[src/rtl/cnn_pkg.sv]
// Shared types and constants for the CNN engine pooling datapaths.
//   DW / AW      : data and memory address widths
//   SEL_*        : csel codes for the layer memories
//   pool_state_t : pooling sequencer states
//   ROUND_ADD    : half-LSB added before the divide-by-4 of a 2x2 average
package cnn_pkg;

   localparam int unsigned DW        = 20;
   localparam int unsigned AW        = 12;

   localparam logic [2:0]  SEL_NONE  = 3'b000;
   localparam logic [2:0]  SEL_L0    = 3'b001;
   localparam logic [2:0]  SEL_L1    = 3'b011;
   localparam logic [2:0]  SEL_L2    = 3'b101;

   localparam int unsigned ROUND_ADD = 2;
   localparam int unsigned AVG_SHIFT = 2;

   typedef enum logic [2:0] {
      IDLE = 3'd0,
      RD   = 3'd1,
      LAST = 3'd2,
      WR   = 3'd3,
      DONE = 3'd4
   } pool_state_t;

endpackage

[src/rtl/pool_addr_gen.sv]
// 2x2 stride-2 pooling address generator (purely combinational).
//   o         : output pixel index, row-major over the (IN_DIM/2)^2 map
//   cnt       : window tap 0..3 -> offsets +0, +1, +IN_DIM, +IN_DIM+1
//   rd_addr_c : input-map address of the selected tap
//   wr_addr_c : output-map address of pixel o
module pool_addr_gen #(
   parameter int unsigned AW     = 12,
   parameter int unsigned IN_DIM = 32,
   parameter int unsigned OW     = 8
) (
   input  logic [OW-1:0] o,
   input  logic [1:0]    cnt,
   output logic [AW-1:0] rd_addr_c,
   output logic [AW-1:0] wr_addr_c
);
   import cnn_pkg::*;

   localparam int unsigned OUT_DIM = IN_DIM / 2;

   int unsigned row;
   int unsigned col;

   // Window base is (2*row)*IN_DIM + 2*col; cnt[1] picks the lower row, cnt[0] the right column.
   always_comb begin
      row       = 32'(o) / OUT_DIM;
      col       = 32'(o) % OUT_DIM;
      rd_addr_c = AW'((2 * row + 32'(cnt[1])) * IN_DIM + 2 * col + 32'(cnt[0]));
      wr_addr_c = AW'(o);
   end

endmodule

[src/rtl/avg_pool_l2.sv]
// Layer-2 2x2 stride-2 average pool with round-half-up.
// Reads the IN_DIM x IN_DIM layer-1 map and writes the (IN_DIM/2)^2 layer-2 map row-major.
//   clk, reset (async, active-low)
//   start    : one-cycle request, honoured only in IDLE
//   busy     : high while the run is in progress
//   done     : one-cycle pulse after the last write
//   csel     : memory select (SEL_L1 while reading, SEL_L2 while writing)
//   crd      : read strobe,  caddr_rd : read address,  cdata_rd : read data (1-cycle latency)
//   cwr      : write strobe, caddr_wr : write address, cdata_wr : write data
module avg_pool_l2 #(
   parameter int unsigned DW     = cnn_pkg::DW,
   parameter int unsigned AW     = cnn_pkg::AW,
   parameter int unsigned IN_DIM = 32,
   parameter logic [2:0]  SEL_L1 = cnn_pkg::SEL_L1,
   parameter logic [2:0]  SEL_L2 = cnn_pkg::SEL_L2
) (
   input  logic          clk,
   input  logic          reset,
   input  logic          start,
   output logic          busy,
   output logic          done,
   output logic [2:0]    csel,
   output logic          crd,
   output logic [AW-1:0] caddr_rd,
   input  logic [DW-1:0] cdata_rd,
   output logic          cwr,
   output logic [AW-1:0] caddr_wr,
   output logic [DW-1:0] cdata_wr
);
   import cnn_pkg::*;

   localparam int unsigned ACC_W  = DW + 2;
   localparam int unsigned OUT_N  = (IN_DIM / 2) * (IN_DIM / 2);
   localparam int unsigned OW     = $clog2(OUT_N);
   localparam logic [OW-1:0] O_LAST = OW'(OUT_N - 1);

   pool_state_t      state, state_d;
   logic [OW-1:0]    o, o_d;
   logic [1:0]       cnt, cnt_d;
   logic [ACC_W-1:0] acc, acc_d;

   logic             busy_d, done_d, crd_d, cwr_d;
   logic [2:0]       csel_d;
   logic [AW-1:0]    caddr_rd_d, caddr_wr_d;
   logic [DW-1:0]    cdata_wr_d;
   logic [AW-1:0]    rd_addr_c, wr_addr_c;

   // Addresses are generated from the next-cycle indices so they register alongside the strobes.
   pool_addr_gen #(
      .AW     (AW),
      .IN_DIM (IN_DIM),
      .OW     (OW)
   ) u_addr_gen (
      .o         (o_d),
      .cnt       (cnt_d),
      .rd_addr_c (rd_addr_c),
      .wr_addr_c (wr_addr_c)
   );

   // Next-state, accumulator and next-output decode.
   always_comb begin
      state_d = state;
      o_d     = o;
      cnt_d   = cnt;
      acc_d   = acc;

      unique case (state)
         IDLE: begin
            if (start) begin
               o_d     = '0;
               cnt_d   = '0;
               state_d = RD;
            end
         end
         RD: begin
            cnt_d = cnt + 2'd1;
            // Data of tap cnt-1 arrives this cycle; tap 0's cycle clears the window sum.
            acc_d = (cnt == 2'd0) ? '0 : acc + ACC_W'(cdata_rd);
            if (cnt == 2'd3) begin
               state_d = LAST;
            end
         end
         LAST: begin
            acc_d   = acc + ACC_W'(cdata_rd);
            state_d = WR;
         end
         WR: begin
            if (o == O_LAST) begin
               state_d = DONE;
            end else begin
               o_d     = o + OW'(1);
               cnt_d   = '0;
               state_d = RD;
            end
         end
         DONE: begin
            state_d = IDLE;
         end
         default: begin
            state_d = IDLE;
         end
      endcase

      busy_d     = (state_d == RD) || (state_d == LAST) || (state_d == WR);
      done_d     = (state_d == DONE);
      crd_d      = (state_d == RD);
      cwr_d      = (state_d == WR);
      csel_d     = crd_d ? SEL_L1 : (cwr_d ? SEL_L2 : SEL_NONE);
      caddr_rd_d = crd_d ? rd_addr_c : '0;
      caddr_wr_d = cwr_d ? wr_addr_c : '0;
      // Sum of four DW-bit taps plus 2 fits ACC_W bits, so the result never wraps.
      cdata_wr_d = cwr_d ? DW'((acc_d + ACC_W'(ROUND_ADD)) >> AVG_SHIFT) : '0;
   end

   // State, datapath and output registers.
   always_ff @(posedge clk or negedge reset) begin
      if (!reset) begin
         state    <= IDLE;
         o        <= '0;
         cnt      <= '0;
         acc      <= '0;
         busy     <= 1'b0;
         done     <= 1'b0;
         crd      <= 1'b0;
         cwr      <= 1'b0;
         csel     <= SEL_NONE;
         caddr_rd <= '0;
         caddr_wr <= '0;
         cdata_wr <= '0;
      end else begin
         state    <= state_d;
         o        <= o_d;
         cnt      <= cnt_d;
         acc      <= acc_d;
         busy     <= busy_d;
         done     <= done_d;
         crd      <= crd_d;
         cwr      <= cwr_d;
         csel     <= csel_d;
         caddr_rd <= caddr_rd_d;
         caddr_wr <= caddr_wr_d;
         cdata_wr <= cdata_wr_d;
      end
   end

endmodule
[config.mk]
export PLATFORM = sky130hd
export DESIGN_NAME = avg_pool_l2
export DESIGN_NICKNAME = d
export VERILOG_FILES = /design/src/rtl/cnn_pkg.sv /design/src/rtl/pool_addr_gen.sv /design/src/rtl/avg_pool_l2.sv
export SDC_FILE = /design/constraint.sdc
export NUM_CORES = 1
export LEC_CHECK = 0
export CAP_MARGIN = 10
export CELL_PAD_IN_SITES_DETAIL_PLACEMENT = 0
export CELL_PAD_IN_SITES_GLOBAL_PLACEMENT = 1
export CORE_AREA = 2 2 110 112
export DETAILED_ROUTE_END_ITERATION = 8
export DIE_AREA = 0 0 112 114
export GPL_ROUTABILITY_DRIVEN = 0
export PLACE_DENSITY = 0.8
export REMOVE_ABC_BUFFERS = 1
export SYNTH_ARGS = -nofsm -noshare
export SYNTH_HDL_FRONTEND = slang
export SYNTH_SLANG_ARGS = --single-unit
[constraint.sdc]
create_clock -name clk -period 3.7 [get_ports clk]
set_clock_uncertainty 0.2 [all_clocks]
set_input_delay 0.555 -clock clk [delete_from_list [all_inputs] [get_ports clk]]
set_output_delay 0.555 -clock clk [all_outputs]
set_load 0.1 [all_outputs]
==> metrics.md <==
| Metric | Value |
|---|---|
| Ys Warns | 0 |
| Switch share | 48.05% |
| Clk sinks | 79 |
| Hold Path Class | in -> async |
| Largest net degree at the start of global routing | 80 |
| TritonCTS clock tree | done |
| Placement Setup Slack | -0.2953 ns |
| Synth async-reset ratio | 100.0% |
| Core Util, Final | between 50% and 60% |
| Synth Register Bits | about 80 |
| Post-Layout Inst Area | between 6000 and 7000 um2 |
| DPL Wire Length | between 9000 and 10000 um |
| DR WL/cell | 15.59 um |
| Pwr/cell area | roughly 930 nW/um2 |
| Commonest register cell after synthesis | dfrtp_1 |
| Minimum clock period | between 3 and 4 ns |
| Fill cells | 1089 |
| Tot GR Track Use | between 10% and 20% |
| Crit Reg-Reg Endpoint | cdata_wr[19] |
| Post-synth EDFFs | 0 |
| Die height | 114 um |
| Number of buffer and inverter stages on the critical path | 4 |
| Vias in the first global route | between 4000 and 5000 |
| Main combinational cell family by area after synthesis | simple AND/OR/NAND/NOR gates |
| Syn Area/Cell | roughly 9.4 um2 |
| Register share of total power | between 20% and 30% |
| Post-synthesis mux area share | about 1.6% |
| Routed Antenna Nets | 0 |
| Setup WS post-layout | 0.1595 ns |
| MaxCap Viol Count | 0 |
| Kind of cell adding the most delay to the critical path | compound AO/OA/AOI/OAI gates |
| I/O Buffers | 67 |
| CP required | 3.72 ns |
| P_sw | approximately 0.0028 W |
| CP Cell Sequence | clkdlybuf4s50_1, ha_1, fa_2, a21o_1, a221oi_2, buf_4, nor3_1, or4_1, a32o_1, clkinv_1, nor4_4, buf_4, a31o_1, and3_1 |
| Critical path depth | 14 |
| Cell Int Power | roughly 0.003 W |
| Crit share post-route | a little over nine tenths |
| Clock power share | around 15% |
| Share of cells above drive strength 1 | between 10% and 20% |
| Register area share after synthesis | 42.22% |
| Logic pwr share | between 60 and 70% |
| Synth Area in Compound Gates | about a fifth |
| Remaining DRCs | 0 |
| Final hold violations | 0 |
| Worst EP arrival | 3.56 ns |
| Crit Path Max Fanout | 7 |
| Post-Synth Simple-Gate Area | about 22% |
| Leakage power | around 2.9 nW |
| Setup crit start kind | input port |
| Placed Cells | about 750 |
| CTS root buf | clkbuf_16 |
| Post-synth top cells | 79 x dfrtp_1, 37 x nand2_1, 36 x nor2_1 |
| Worst skew pair latency | 0.34 ns |
| RSZ-0062 raised after global routing | yes |
| Non-Filler Instances | ~760 |
| Total CTS buffers | 9 |
| Critical R2R Launch | state[1] |
| Clock transition at the registers of the reported paths | approximately 0.070 ns |
| DR iter-0 viols | ~230 |
| Global-route wire length before repair | 19850 um |
| Status | completed |
| XOR/XNOR Fraction of Synth Area | 2.245% |
| Final setup viols | 0 |
| Area contributors post-synth | dfrtp_1 42%, ha_1 6.4%, a21oi_1 3.4% |
| Core box area | between 10000 and 15000 um2 |
| Slew @ Worst Pin | about 1 ns |
| Post-CTS sizing | 0 |
| Slowest CP cell | clkdlybuf4s50_1 |
| Initial antenna violation count | 0 |
| Most area-hungry cell type in the Yosys netlist | dfrtp_1 |
| I/O Pins | between 70 and 80 |
| Synth Area in Adders | 6.841% |
| Die width | 112 um |
| Diodes inserted | 0 |
| Post-Syn Area | approximately 4700 um2 |
| Library cells used by synthesis | 76 |
| Post-CTS setup buffers | 0 |
| Crit-path max cell delay | around 0.4 ns |
| Final nets | ~660 |
| Top cell type's share of synthesized area | 42.22% |
| Routed vias | 4160 |
| Worst path most repeated cell | buf_4 |
| Placed cell area | around 5800 um2 |
| Initial Util | between 30% and 40% |
| DR pass1 iterations | 5 |
| Area growth, synth to finish | 31.99% |
| H-Tree Depth | 3 |
| Worst setup EP type | register |
| Mapped Cells | between 400 and 500 |
| Overflow after GRT | 0 |
| Slew Viols, Final | 0 |
| Achievable Freq | around 0.28 GHz |
| Count leader, synth | dfrtp_1 |
| Drt total wl | 11900 um |
| Hold_buf cts | 0 |
| CTS Buffer Depth | 2 |
| R2R Setup Slk | around 0.32 ns |
| Vias per cell | 5.452 |
| Worst Reg2Reg Path Length in Cells | 11 |
| Slew HR | 31.28% |
| # rows | 40 |
| Crit Path Class | in -> reg |
| Die ar. | approximately 13000 um2 |
| Worst vdd ir | between 500 and 600 uV |
-- power by group through the flow --
| stage | sequential, W | clock [W] | combinational (W) |
|---|---|---|---|
| after floorplan | 0.00162 | 0 | 0.00192 |
| after global placement | 0.00124 | 0 | 0.00353 |
| after detailed placement | 0.00125 | 0 | 0.00359 |
| after CTS | 0.00123 | 0.000873 | 0.00361 |
| after global routing | 0.00126 | 0.000909 | 0.00401 |
| final | 0.00123 | 0.000855 | 0.00365 |
-- flip-flops by register name (all words and copies together), names as in the netlist --
register and flops:
acc 22, cdata_wr 20, caddr_rd 10, caddr_wr 8, o 8, csel 3, state 3, cnt 2
busy 1, cwr 1, done 1
-- metal layers --
layer  wire length [um]  vias to the layer above  share of wire [%]  global-route usage (%)
li1                   -                     2032                  -                       -
met1               5333                     2000                 45                   25.24
met2               5816                      119                 49                   32.89
met3                618                        9                5.2                   4.038
met4                127                        0                1.1                   4.309
met5                  0                        -                  0                       0
-- cell usage in the layout, fill, tap and decap left out, types with 11 or more instances in the layout --
cell	netlist	layout
nand2_1	37	37
nand3_1	15	13
nor2_1	36	36
ha_1	24	24
inv_1	20	20
buf_4	7	63
a21oi_1	32	32
a21o_1	11	11
dfrtp_1	79	79
o21ai_0	18	18
clkdlybuf4s50_1	0	66
and3_1	19	18
nor3_1	24	23
nand4_1	13	13
-- cells by family after synthesis --
group / count (synthesis)
AO/OA/AOI/OAI: 126
other: 1
adder cells (fa/ha/maj): 25
AND/OR/NAND/NOR: 194
buffers and inverters: 55
XOR/XNOR: 12
flip-flops: 79
multiplexers: 7
-- worst reg2reg max path, cell delays in order, from the launching register on --
cell      delay (ns)
dfrtp_1         0.54
or3b_1          0.54
nand2b_1        0.26
buf_4           0.30
and3_1          0.23
o311ai_1        0.09
buf_4           0.17
a211oi_4        0.22
nand2_2         0.11
nor3_4          0.27
nand4_1         0.16
nor3b_2         0.18
-- layout make-up --
| type | count | area (um2) | area share [%] |
|---|---|---|---|
| clock buffer | 10 | 239.0 | 3.867 |
| timing repair buffer | 129 | 1134 | 18.34 |
| multi-input combinational | 370 | 2509 | 40.60 |
| tap | 147 | 183.9 | 2.976 |
| sequential | 79 | 1977 | 31.99 |
| inverter | 22 | 85.08 | 1.377 |
| clock inverter | 6 | 52.55 | 0.8504 |
-- per-stage QoR --
stage               setup TNS [ns]  hold slack [ns]  total power (W)
floorplan                        0          0.05941         0.003546
global placement            -1.579           0.3027         0.004775
detailed placement          -1.948           0.3029         0.004835
CTS                              0           0.2054         0.005717
global route              -0.03029           0.2636         0.006175
finish                           0           0.1659         0.005740
-- how the worst max path moves through the flow --
| stage | start | to | slack, ns |
|---|---|---|---|
| floorplan | cdata_rd[0] | cdata_wr[16] | 0.20 |
| detailed placement | cdata_rd[4] | cdata_wr[19] | -0.30 |
| global route | cdata_rd[1] | cdata_wr[19] | -0.03 |
| CTS | cdata_rd[4] | cdata_wr[19] | 0.04 |
| finish | cdata_rd[0] | cdata_wr[16] | 0.16 |
| global placement | cdata_rd[0] | cdata_wr[15] | -0.24 |
No activity file was read; power rests on OpenSTA's default activity.
